### config.mk
export PLATFORM = sky130hd
export DESIGN_NAME = dmem_port_arbiter_flat
export DESIGN_NICKNAME = d
export VERILOG_FILES = /design/src/rtl/dmem_port_arbiter_pkg.sv /design/src/rtl/dmem_port_arbiter_if.sv /design/src/rtl/dmem_arb_starve_ctr.sv /design/src/rtl/dmem_port_arbiter.sv /design/src/flat_wrapper.sv
export SDC_FILE = /design/constraint.sdc
export NUM_CORES = 1
export LEC_CHECK = 0
export ABC_AREA = 0
export BUFFER_PORTS_ARGS = -buffer_cell sky130_fd_sc_hd__buf_2
export CELL_PAD_IN_SITES_DETAIL_PLACEMENT = 1
export CELL_PAD_IN_SITES_GLOBAL_PLACEMENT = 2
export CORE_ASPECT_RATIO = 1.75
export CORE_MARGIN = 5
export CORE_UTILIZATION = 10
export CTS_CLUSTER_DIAMETER = 50
export CTS_CLUSTER_SIZE = 10
export DETAILED_ROUTE_END_ITERATION = 7
export PLACE_DENSITY_LB_ADDON = 0.12
export SYNTH_ARGS = -nofsm -noshare
export SYNTH_HDL_FRONTEND = slang
export SYNTH_SLANG_ARGS = --single-unit
export TNS_END_PERCENT = 5
### constraint.sdc
create_clock -name clk -period 1.7 [get_ports clk]
set_clock_uncertainty 0.05 [all_clocks]
set_input_delay 0.34 -clock clk [delete_from_list [all_inputs] [get_ports clk]]
set_output_delay 0.34 -clock clk [all_outputs]
set_load 0.01 [all_outputs]
### src/rtl/dmem_port_arbiter_pkg.sv
// Shared definitions for the data-memory port arbiter.
//   - RNone/RPipe/RDma read-return encodings (2'd0/2'd1/2'd2)
//   - default D-MEM decode widths and the perf counter width
// Optional feature macro (used by the top): DMEM_ARB_PERF_EN.
package dmem_port_arbiter_pkg;

   localparam int unsigned DmemAddrBitsDef = 16;
   localparam int unsigned WordBitsDef     = 2;
   localparam int unsigned PerfCntBits     = 32;
   localparam int unsigned StarveCntBits   = 4;

   // Who receives the memory read data that arrives this cycle.
   typedef enum logic [1:0] {
      RNone = 2'd0,
      RPipe = 2'd1,
      RDma  = 2'd2
   } ret_state_e;

endpackage

### src/rtl/dmem_port_arbiter_if.sv
// Bus bundle around the D-MEM port arbiter.
//   pipe_*  : MEM-stage request/ready/read-return channel
//   dma_*   : DMA/debug loader request/ready/read-return channel
//   mem_*   : 1-cycle-latency synchronous memory port
// Modports: slave = the arbiter, master = requesters plus memory.
interface dmem_port_arbiter_if
   import dmem_port_arbiter_pkg::*;
#(
   parameter int unsigned DBITS         = 32,
   parameter int unsigned ADDR_BITS     = 32,
   parameter int unsigned MEM_ADDR_BITS = DmemAddrBitsDef - WordBitsDef
);
   logic                     pipe_req;
   logic                     pipe_we;
   logic [ADDR_BITS-1:0]     pipe_addr;
   logic [DBITS-1:0]         pipe_wdata;
   logic                     pipe_ready;
   logic                     pipe_stall;
   logic                     pipe_rvalid;
   logic [DBITS-1:0]         pipe_rdata;

   logic                     dma_req;
   logic                     dma_we;
   logic [ADDR_BITS-1:0]     dma_addr;
   logic [DBITS-1:0]         dma_wdata;
   logic                     dma_ready;
   logic                     dma_rvalid;
   logic [DBITS-1:0]         dma_rdata;

   logic                     mem_en;
   logic                     mem_we;
   logic [MEM_ADDR_BITS-1:0] mem_addr;
   logic [DBITS-1:0]         mem_wdata;
   logic [DBITS-1:0]         mem_rdata;

   modport slave (
      input  pipe_req, pipe_we, pipe_addr, pipe_wdata,
      output pipe_ready, pipe_stall, pipe_rvalid, pipe_rdata,
      input  dma_req, dma_we, dma_addr, dma_wdata,
      output dma_ready, dma_rvalid, dma_rdata,
      output mem_en, mem_we, mem_addr, mem_wdata,
      input  mem_rdata
   );

   modport master (
      output pipe_req, pipe_we, pipe_addr, pipe_wdata,
      input  pipe_ready, pipe_stall, pipe_rvalid, pipe_rdata,
      output dma_req, dma_we, dma_addr, dma_wdata,
      input  dma_ready, dma_rvalid, dma_rdata,
      input  mem_en, mem_we, mem_addr, mem_wdata,
      output mem_rdata
   );

endinterface

### src/rtl/dmem_arb_starve_ctr.sv
// Saturating starvation counter for the DMA requester.
//   clk, reset  : clock, asynchronous active-high reset
//   clr_i       : clear (DMA granted or not requesting); wins over inc_i
//   inc_i       : DMA requested but was denied this cycle
//   at_limit_o  : count has reached Limit
module dmem_arb_starve_ctr
   import dmem_port_arbiter_pkg::*;
#(
   parameter int unsigned Limit = 4
) (
   input  logic clk,
   input  logic reset,
   input  logic clr_i,
   input  logic inc_i,
   output logic at_limit_o
);
   localparam logic [StarveCntBits-1:0] LimitVal = StarveCntBits'(Limit);

   logic [StarveCntBits-1:0] cnt_q, cnt_d;

   always_comb begin
      cnt_d = cnt_q;
      if (clr_i) begin
         cnt_d = '0;
      end else if (inc_i && (cnt_q < LimitVal)) begin
         cnt_d = cnt_q + 1'b1;
      end
   end

   always_ff @(posedge clk or posedge reset) begin
      if (reset) begin
         cnt_q <= '0;
      end else begin
         cnt_q <= cnt_d;
      end
   end

   assign at_limit_o = (cnt_q == LimitVal);

endmodule

### src/rtl/dmem_port_arbiter.sv
// Data-memory port arbiter: pipeline MEM stage has fixed priority, the DMA
// loader gets a forced grant after STARVE_LIMIT consecutive denied cycles.
// Read data from the 1-cycle-latency memory is steered back to the issuer.
//   clk, reset : clock, asynchronous active-high reset
//   bus        : dmem_port_arbiter_if.slave (pipe_*, dma_*, mem_* channels)
//   perf_conflicts, perf_pipe_stalls : present only with DMEM_ARB_PERF_EN
module dmem_port_arbiter
   import dmem_port_arbiter_pkg::*;
#(
   parameter int unsigned DBITS          = 32,
   parameter int unsigned ADDR_BITS      = 32,
   parameter int unsigned DMEM_ADDR_BITS = DmemAddrBitsDef,
   parameter int unsigned WORD_BITS      = WordBitsDef,
   parameter int unsigned STARVE_LIMIT   = 4
) (
   input  logic                   clk,
   input  logic                   reset,
   dmem_port_arbiter_if.slave     bus
`ifdef DMEM_ARB_PERF_EN
   ,
   output logic [PerfCntBits-1:0] perf_conflicts,
   output logic [PerfCntBits-1:0] perf_pipe_stalls
`endif
);
   localparam int unsigned MemAddrBits = DMEM_ADDR_BITS - WORD_BITS;

   logic                   at_limit;
   logic                   force_dma;
   logic                   grant_pipe;
   logic                   grant_dma;
   logic                   mem_en;
   logic                   mem_we;
   logic [MemAddrBits-1:0] mem_addr;
   logic [DBITS-1:0]       mem_wdata;
   ret_state_e             ret_q, ret_d;

   // Upper/byte-offset address bits are not decoded by D-MEM.
   logic unused_addr;
   assign unused_addr = ^{bus.pipe_addr, bus.dma_addr};

   assign force_dma  = bus.dma_req & at_limit;
   assign grant_pipe = bus.pipe_req & ~force_dma;
   assign grant_dma  = bus.dma_req & (force_dma | ~bus.pipe_req);

   dmem_arb_starve_ctr #(
      .Limit(STARVE_LIMIT)
   ) u_starve_ctr (
      .clk       (clk),
      .reset     (reset),
      .clr_i     (~bus.dma_req | grant_dma),
      .inc_i     (bus.dma_req & ~grant_dma),
      .at_limit_o(at_limit)
   );

   // Memory port mux and next return target.
   always_comb begin
      mem_en    = 1'b0;
      mem_we    = 1'b0;
      mem_addr  = '0;
      mem_wdata = '0;
      ret_d     = RNone;
      if (grant_pipe) begin
         mem_en    = 1'b1;
         mem_we    = bus.pipe_we;
         mem_addr  = bus.pipe_addr[DMEM_ADDR_BITS-1:WORD_BITS];
         mem_wdata = bus.pipe_wdata;
         ret_d     = bus.pipe_we ? RNone : RPipe;
      end else if (grant_dma) begin
         mem_en    = 1'b1;
         mem_we    = bus.dma_we;
         mem_addr  = bus.dma_addr[DMEM_ADDR_BITS-1:WORD_BITS];
         mem_wdata = bus.dma_wdata;
         ret_d     = bus.dma_we ? RNone : RDma;
      end
   end

   // Reset drops any in-flight return immediately.
   always_ff @(posedge clk or posedge reset) begin
      if (reset) begin
         ret_q <= RNone;
      end else begin
         ret_q <= ret_d;
      end
   end

   always_comb begin
      bus.pipe_rvalid = 1'b0;
      bus.pipe_rdata  = '0;
      bus.dma_rvalid  = 1'b0;
      bus.dma_rdata   = '0;
      unique case (ret_q)
         RPipe: begin
            bus.pipe_rvalid = 1'b1;
            bus.pipe_rdata  = bus.mem_rdata;
         end
         RDma: begin
            bus.dma_rvalid = 1'b1;
            bus.dma_rdata  = bus.mem_rdata;
         end
         default: ;
      endcase
   end

   assign bus.pipe_ready = grant_pipe;
   assign bus.dma_ready  = grant_dma;
   assign bus.pipe_stall = bus.pipe_req & ~grant_pipe;
   assign bus.mem_en     = mem_en;
   assign bus.mem_we     = mem_we;
   assign bus.mem_addr   = mem_addr;
   assign bus.mem_wdata  = mem_wdata;

`ifdef DMEM_ARB_PERF_EN
   logic [PerfCntBits-1:0] conflicts_q, stalls_q;

   always_ff @(posedge clk or posedge reset) begin
      if (reset) begin
         conflicts_q <= '0;
         stalls_q    <= '0;
      end else begin
         if (bus.pipe_req && bus.dma_req) conflicts_q <= conflicts_q + 1'b1;
         if (bus.pipe_stall)              stalls_q    <= stalls_q + 1'b1;
      end
   end

   assign perf_conflicts   = conflicts_q;
   assign perf_pipe_stalls = stalls_q;
`endif

endmodule

### src/flat_wrapper.sv
// flat-port wrapper written by rule: the top's interface ports become plain ports
module dmem_port_arbiter_flat import dmem_port_arbiter_pkg::*;
#(
   parameter int unsigned DBITS          = 32,
   parameter int unsigned ADDR_BITS      = 32,
   parameter int unsigned DMEM_ADDR_BITS = DmemAddrBitsDef,
   parameter int unsigned WORD_BITS      = WordBitsDef,
   parameter int unsigned STARVE_LIMIT   = 4
)
  (clk, reset, bus_pipe_req, bus_pipe_we, bus_pipe_addr, bus_pipe_wdata, bus_pipe_ready, bus_pipe_stall, bus_pipe_rvalid, bus_pipe_rdata, bus_dma_req, bus_dma_we, bus_dma_addr, bus_dma_wdata, bus_dma_ready, bus_dma_rvalid, bus_dma_rdata, bus_mem_en, bus_mem_we, bus_mem_addr, bus_mem_wdata, bus_mem_rdata);
  dmem_port_arbiter_if #(.DBITS(DBITS), .ADDR_BITS(ADDR_BITS), .MEM_ADDR_BITS(14)) bus_i ();
  input  logic clk;
  input  logic reset;
  input wire logic [$bits(bus_i.pipe_req)-1:0] bus_pipe_req;
  input wire logic [$bits(bus_i.pipe_we)-1:0] bus_pipe_we;
  input wire logic [$bits(bus_i.pipe_addr)-1:0] bus_pipe_addr;
  input wire logic [$bits(bus_i.pipe_wdata)-1:0] bus_pipe_wdata;
  output wire logic [$bits(bus_i.pipe_ready)-1:0] bus_pipe_ready;
  output wire logic [$bits(bus_i.pipe_stall)-1:0] bus_pipe_stall;
  output wire logic [$bits(bus_i.pipe_rvalid)-1:0] bus_pipe_rvalid;
  output wire logic [$bits(bus_i.pipe_rdata)-1:0] bus_pipe_rdata;
  input wire logic [$bits(bus_i.dma_req)-1:0] bus_dma_req;
  input wire logic [$bits(bus_i.dma_we)-1:0] bus_dma_we;
  input wire logic [$bits(bus_i.dma_addr)-1:0] bus_dma_addr;
  input wire logic [$bits(bus_i.dma_wdata)-1:0] bus_dma_wdata;
  output wire logic [$bits(bus_i.dma_ready)-1:0] bus_dma_ready;
  output wire logic [$bits(bus_i.dma_rvalid)-1:0] bus_dma_rvalid;
  output wire logic [$bits(bus_i.dma_rdata)-1:0] bus_dma_rdata;
  output wire logic [$bits(bus_i.mem_en)-1:0] bus_mem_en;
  output wire logic [$bits(bus_i.mem_we)-1:0] bus_mem_we;
  output wire logic [$bits(bus_i.mem_addr)-1:0] bus_mem_addr;
  output wire logic [$bits(bus_i.mem_wdata)-1:0] bus_mem_wdata;
  input wire logic [$bits(bus_i.mem_rdata)-1:0] bus_mem_rdata;
  assign bus_i.pipe_req = bus_pipe_req;
  assign bus_i.pipe_we = bus_pipe_we;
  assign bus_i.pipe_addr = bus_pipe_addr;
  assign bus_i.pipe_wdata = bus_pipe_wdata;
  assign bus_pipe_ready = bus_i.pipe_ready;
  assign bus_pipe_stall = bus_i.pipe_stall;
  assign bus_pipe_rvalid = bus_i.pipe_rvalid;
  assign bus_pipe_rdata = bus_i.pipe_rdata;
  assign bus_i.dma_req = bus_dma_req;
  assign bus_i.dma_we = bus_dma_we;
  assign bus_i.dma_addr = bus_dma_addr;
  assign bus_i.dma_wdata = bus_dma_wdata;
  assign bus_dma_ready = bus_i.dma_ready;
  assign bus_dma_rvalid = bus_i.dma_rvalid;
  assign bus_dma_rdata = bus_i.dma_rdata;
  assign bus_mem_en = bus_i.mem_en;
  assign bus_mem_we = bus_i.mem_we;
  assign bus_mem_addr = bus_i.mem_addr;
  assign bus_mem_wdata = bus_i.mem_wdata;
  assign bus_i.mem_rdata = bus_mem_rdata;
  dmem_port_arbiter #(.DBITS(DBITS), .ADDR_BITS(ADDR_BITS), .DMEM_ADDR_BITS(DMEM_ADDR_BITS), .WORD_BITS(WORD_BITS), .STARVE_LIMIT(STARVE_LIMIT)) u_core (.clk(clk), .reset(reset), .bus(bus_i));
endmodule
==> impl_metrics.env <==
export IMPL_dr_total_vias=2573
export IMPL_status="finished, violations left"
export IMPL_grt_overflow_total=0
export IMPL_pwr_share_clk=0.304
export IMPL_drv_slew=0
export IMPL_syn_nets=424
export IMPL_rows=61
export IMPL_fin_nets=683
export IMPL_drive_gt1_frac=0.559
export IMPL_synth_top_family_by_area="simple AND/OR/NAND/NOR gates"
export IMPL_numCtsBuffers=3
export IMPL_yosysTopAreaCell="mux2i_1"
export IMPL_finalSetupViolCount=50
export IMPL_synth_fa_ha_area_frac=0.0153
export IMPL_via_per_inst=3.67
export IMPL_drt_pass1_iter_count=3
export IMPL_setup_slack_ps=-530
export IMPL_antenna_found_initial=1
export IMPL_netlist_area_mm2=0.00163
export IMPL_start_util=0.102
export IMPL_crit_path_max_fanout=14
export IMPL_antennaDiodeCount=0
export IMPL_mostFrequentLayoutCell="buf_2"
export IMPL_htree_levels=1
export IMPL_drt_wl_total_um=9270
export IMPL_synth_edff_count=0
export IMPL_cap_violations=0
export IMPL_core_area_mm2=0.0160
export IMPL_area_delta_synth_final_pct=117
export IMPL_rsz0062_at_grt="true"
export IMPL_slew_headroom=0.833
export IMPL_dpl_cell_area_mm2=0.00333
export IMPL_grt_pass1_wl_um=13400
export IMPL_yosys_area_share_simple=0.403
export IMPL_grt_max_degree=34
export IMPL_insertion_delay_ps=230
export IMPL_end_kind="output port"
export IMPL_clockRootBuffer="clkbuf_16"
export IMPL_arrival_ps=1840
export IMPL_ys_seq_elements=6
export IMPL_grt_use_total=0.0869
export IMPL_intPower_mw=0.838
export IMPL_synth_async_reset_ratio=1.00
export IMPL_cts_tree="yes"
export IMPL_mostFrequentLayoutCells="241 x buf_2, 64 x and2_1, 52 x inv_1, 49 x nand2_1, 39 x mux2i_1"
export IMPL_gp_congestion=0.688
export IMPL_first_global_vias=2682
export IMPL_clock_sinks=6
export IMPL_power_leakage_nw=2.27
export IMPL_powerDensity_mw_per_mm2=359
export IMPL_ys_warn_count=0
export IMPL_die_h_um=179
export IMPL_violations="setup timing"
export IMPL_synth_mux_area_frac=0.289
export IMPL_fin_crit_ps=2230
export IMPL_required_ps=1310
export IMPL_p_sw_frac=0.341
export IMPL_synth_xor_area_frac=0.00537
export IMPL_design_die_area_mm2=0.0191
export IMPL_holdCritPathClass="primary input to flip-flop"
export IMPL_drtIter0Drc=57
export IMPL_place_detailed_hpwl_um=7940
export IMPL_crit_type="flip-flop to output port"
export IMPL_hold_worst_slack_ps=249
export IMPL_combPwrFrac=0.578
export IMPL_die_w_um=107
export IMPL_seq_area_frac_synth=0.0921
export IMPL_ant_nets=0
export IMPL_drc_errors=0
export IMPL_io_buffers=246
export IMPL_fin_area_mm2=0.00353
export IMPL_vdd_drop_max_v=0.000239
export IMPL_hold_viol=0
export IMPL_pin_count=283
export IMPL_worst_pin_slew_ps=250
export IMPL_yosysUniqueCellTypes=20
export IMPL_final_period_utilization=1.31
export IMPL_fmax_mhz=448
export IMPL_p_switching_mw=0.433
export IMPL_synth_top_flop_cell="dfrtp_1"
export IMPL_synthesis_instances=256
export IMPL_crit_path_start_kind="flip-flop"
export IMPL_power_frac_seq=0.118
export IMPL_synth_top_area_share=0.289
export IMPL_synth_avg_cell_area_um2=6.37
export IMPL_ctsLongestPathBuffers=2
export IMPL_wire_per_inst_um=13.2
export IMPL_yosys_top_cells_area="mux2i_1 29%, and2_1 25%, inv_1 12%, nand2_1 11%, dfrtp_1 9.2%"
export IMPL_synth_compound_area_share=0.0177
export IMPL_clkSlewWorstSetupHoldPaths_ps=40
[state kept, by name, summed over array words and instances (netlist names)]
| register | flops |
|---|---|
| u_core.u_starve_ctr.cnt_q | 4 |
| u_core.ret_q | 2 |
[repair_timing]
item	4_1_cts	5_1_grt
buffers inserted	0	3
endpoints found under the setup margin	50	100
hold buffers	1	0
gates cloned	0	2
pin swaps	1	0
gates resized for setup	4	4
endpoints found under the hold margin	3	0
[stage by stage]
| step | TNS [ps] | std cells | utilization | setup slack, ps | power, mW |
|---|---|---|---|---|---|
| 5_1_grt | -29310 | 702 | 0.222 | -627 | 1.37 |
| 2_1_floorplan | -4600 | 256 | - | -190 | 0.495 |
| 4_1_cts | -25500 | 697 | 0.216 | -586 | 1.27 |
| 6_report | -23800 | 702 | 0.222 | -530 | 1.27 |
| 3_5_place_dp | -12590 | 693 | 0.209 | -325 | 0.869 |
| 3_3_place_gp | -11510 | 693 | 0.209 | -304 | 0.866 |
[routing by layer]
| layer | wire, um | vias up | GRT usage |
|---|---|---|---|
| li1 | - | 1273 | - |
| met3 | 1310 | 9 | 0.0371 |
| met5 | 20 | - | 0 |
| met4 | 112 | 2 | 0.0197 |
| met1 | 2900 | 1109 | 0.0775 |
| met2 | 4930 | 180 | 0.176 |
[power groups by stage]
stage / sequential [mW] / clock [mW] / combinational [mW]
floorplan: 0.152 / 0 / 0.342
global placement: 0.152 / 0 / 0.714
detailed placement: 0.152 / 0 / 0.717
CTS: 0.150 / 0.391 / 0.729
global route: 0.151 / 0.403 / 0.815
finish: 0.150 / 0.386 / 0.734
[kinds of logic after synthesis]
family | Yosys count
buffers and inverters | 70
multiplexers | 47
XOR/XNOR | 1
adder cells (fa/ha/maj) | 2
flip-flops | 6
AND/OR/NAND/NOR | 125
AO/OA/AOI/OAI | 5
[layout make-up]
class	count	area, um2
clock buffers	3	75.1
repair buffers	271	1560
fillers	2021	12400
well taps	189	236
multi-input cells	180	1310
inverters	53	199
flip-flops and latches	6	150
[Yosys cell counts (2+ instances only)]
master and count:
nor2_1 6, clkbuf_1 11, nand2_1 49, dfrtp_1 6
buf_4 3, inv_1 52, buf_6 2, nor2b_1 3
mux2i_1 47, and2_1 64, ha_1 2, a21oi_1 3
[critical path: stages, from the launching register on]
cell       delay [ps]
dfrtp_1           380
inv_1              70
ha_2              180
nand3b_4           90
o21ai_4           190
buf_4             160
clkbuf_16         180
mux2i_1           190
buf_2             150
[final timing paths]
kind | to | cells past startpoint | slack [ps] | start
max in group asynchronous | u_core.u_starve_ctr.cnt_q[3]$_DFFE_PP0P_ | 3 | 840 | reset
min in group asynchronous | u_core.u_starve_ctr.cnt_q[0]$_DFFE_PP0P_ | 3 | 550 | reset
setup reg to reg | u_core.ret_q[1]$_DFF_PP0_ | 7 | 260 | u_core.u_starve_ctr.cnt_q[1]$_DFFE_PP0P_
hold reg to reg | u_core.u_starve_ctr.cnt_q[3]$_DFFE_PP0P_ | 2 | 520 | u_core.u_starve_ctr.cnt_q[3]$_DFFE_PP0P_
setup / recovery | bus_mem_wdata[11] | 8 | -530 | u_core.u_starve_ctr.cnt_q[1]$_DFFE_PP0P_
hold / removal | u_core.ret_q[1]$_DFF_PP0_ | 2 | 250 | bus_dma_we
(Power assumes the default switching activity.)
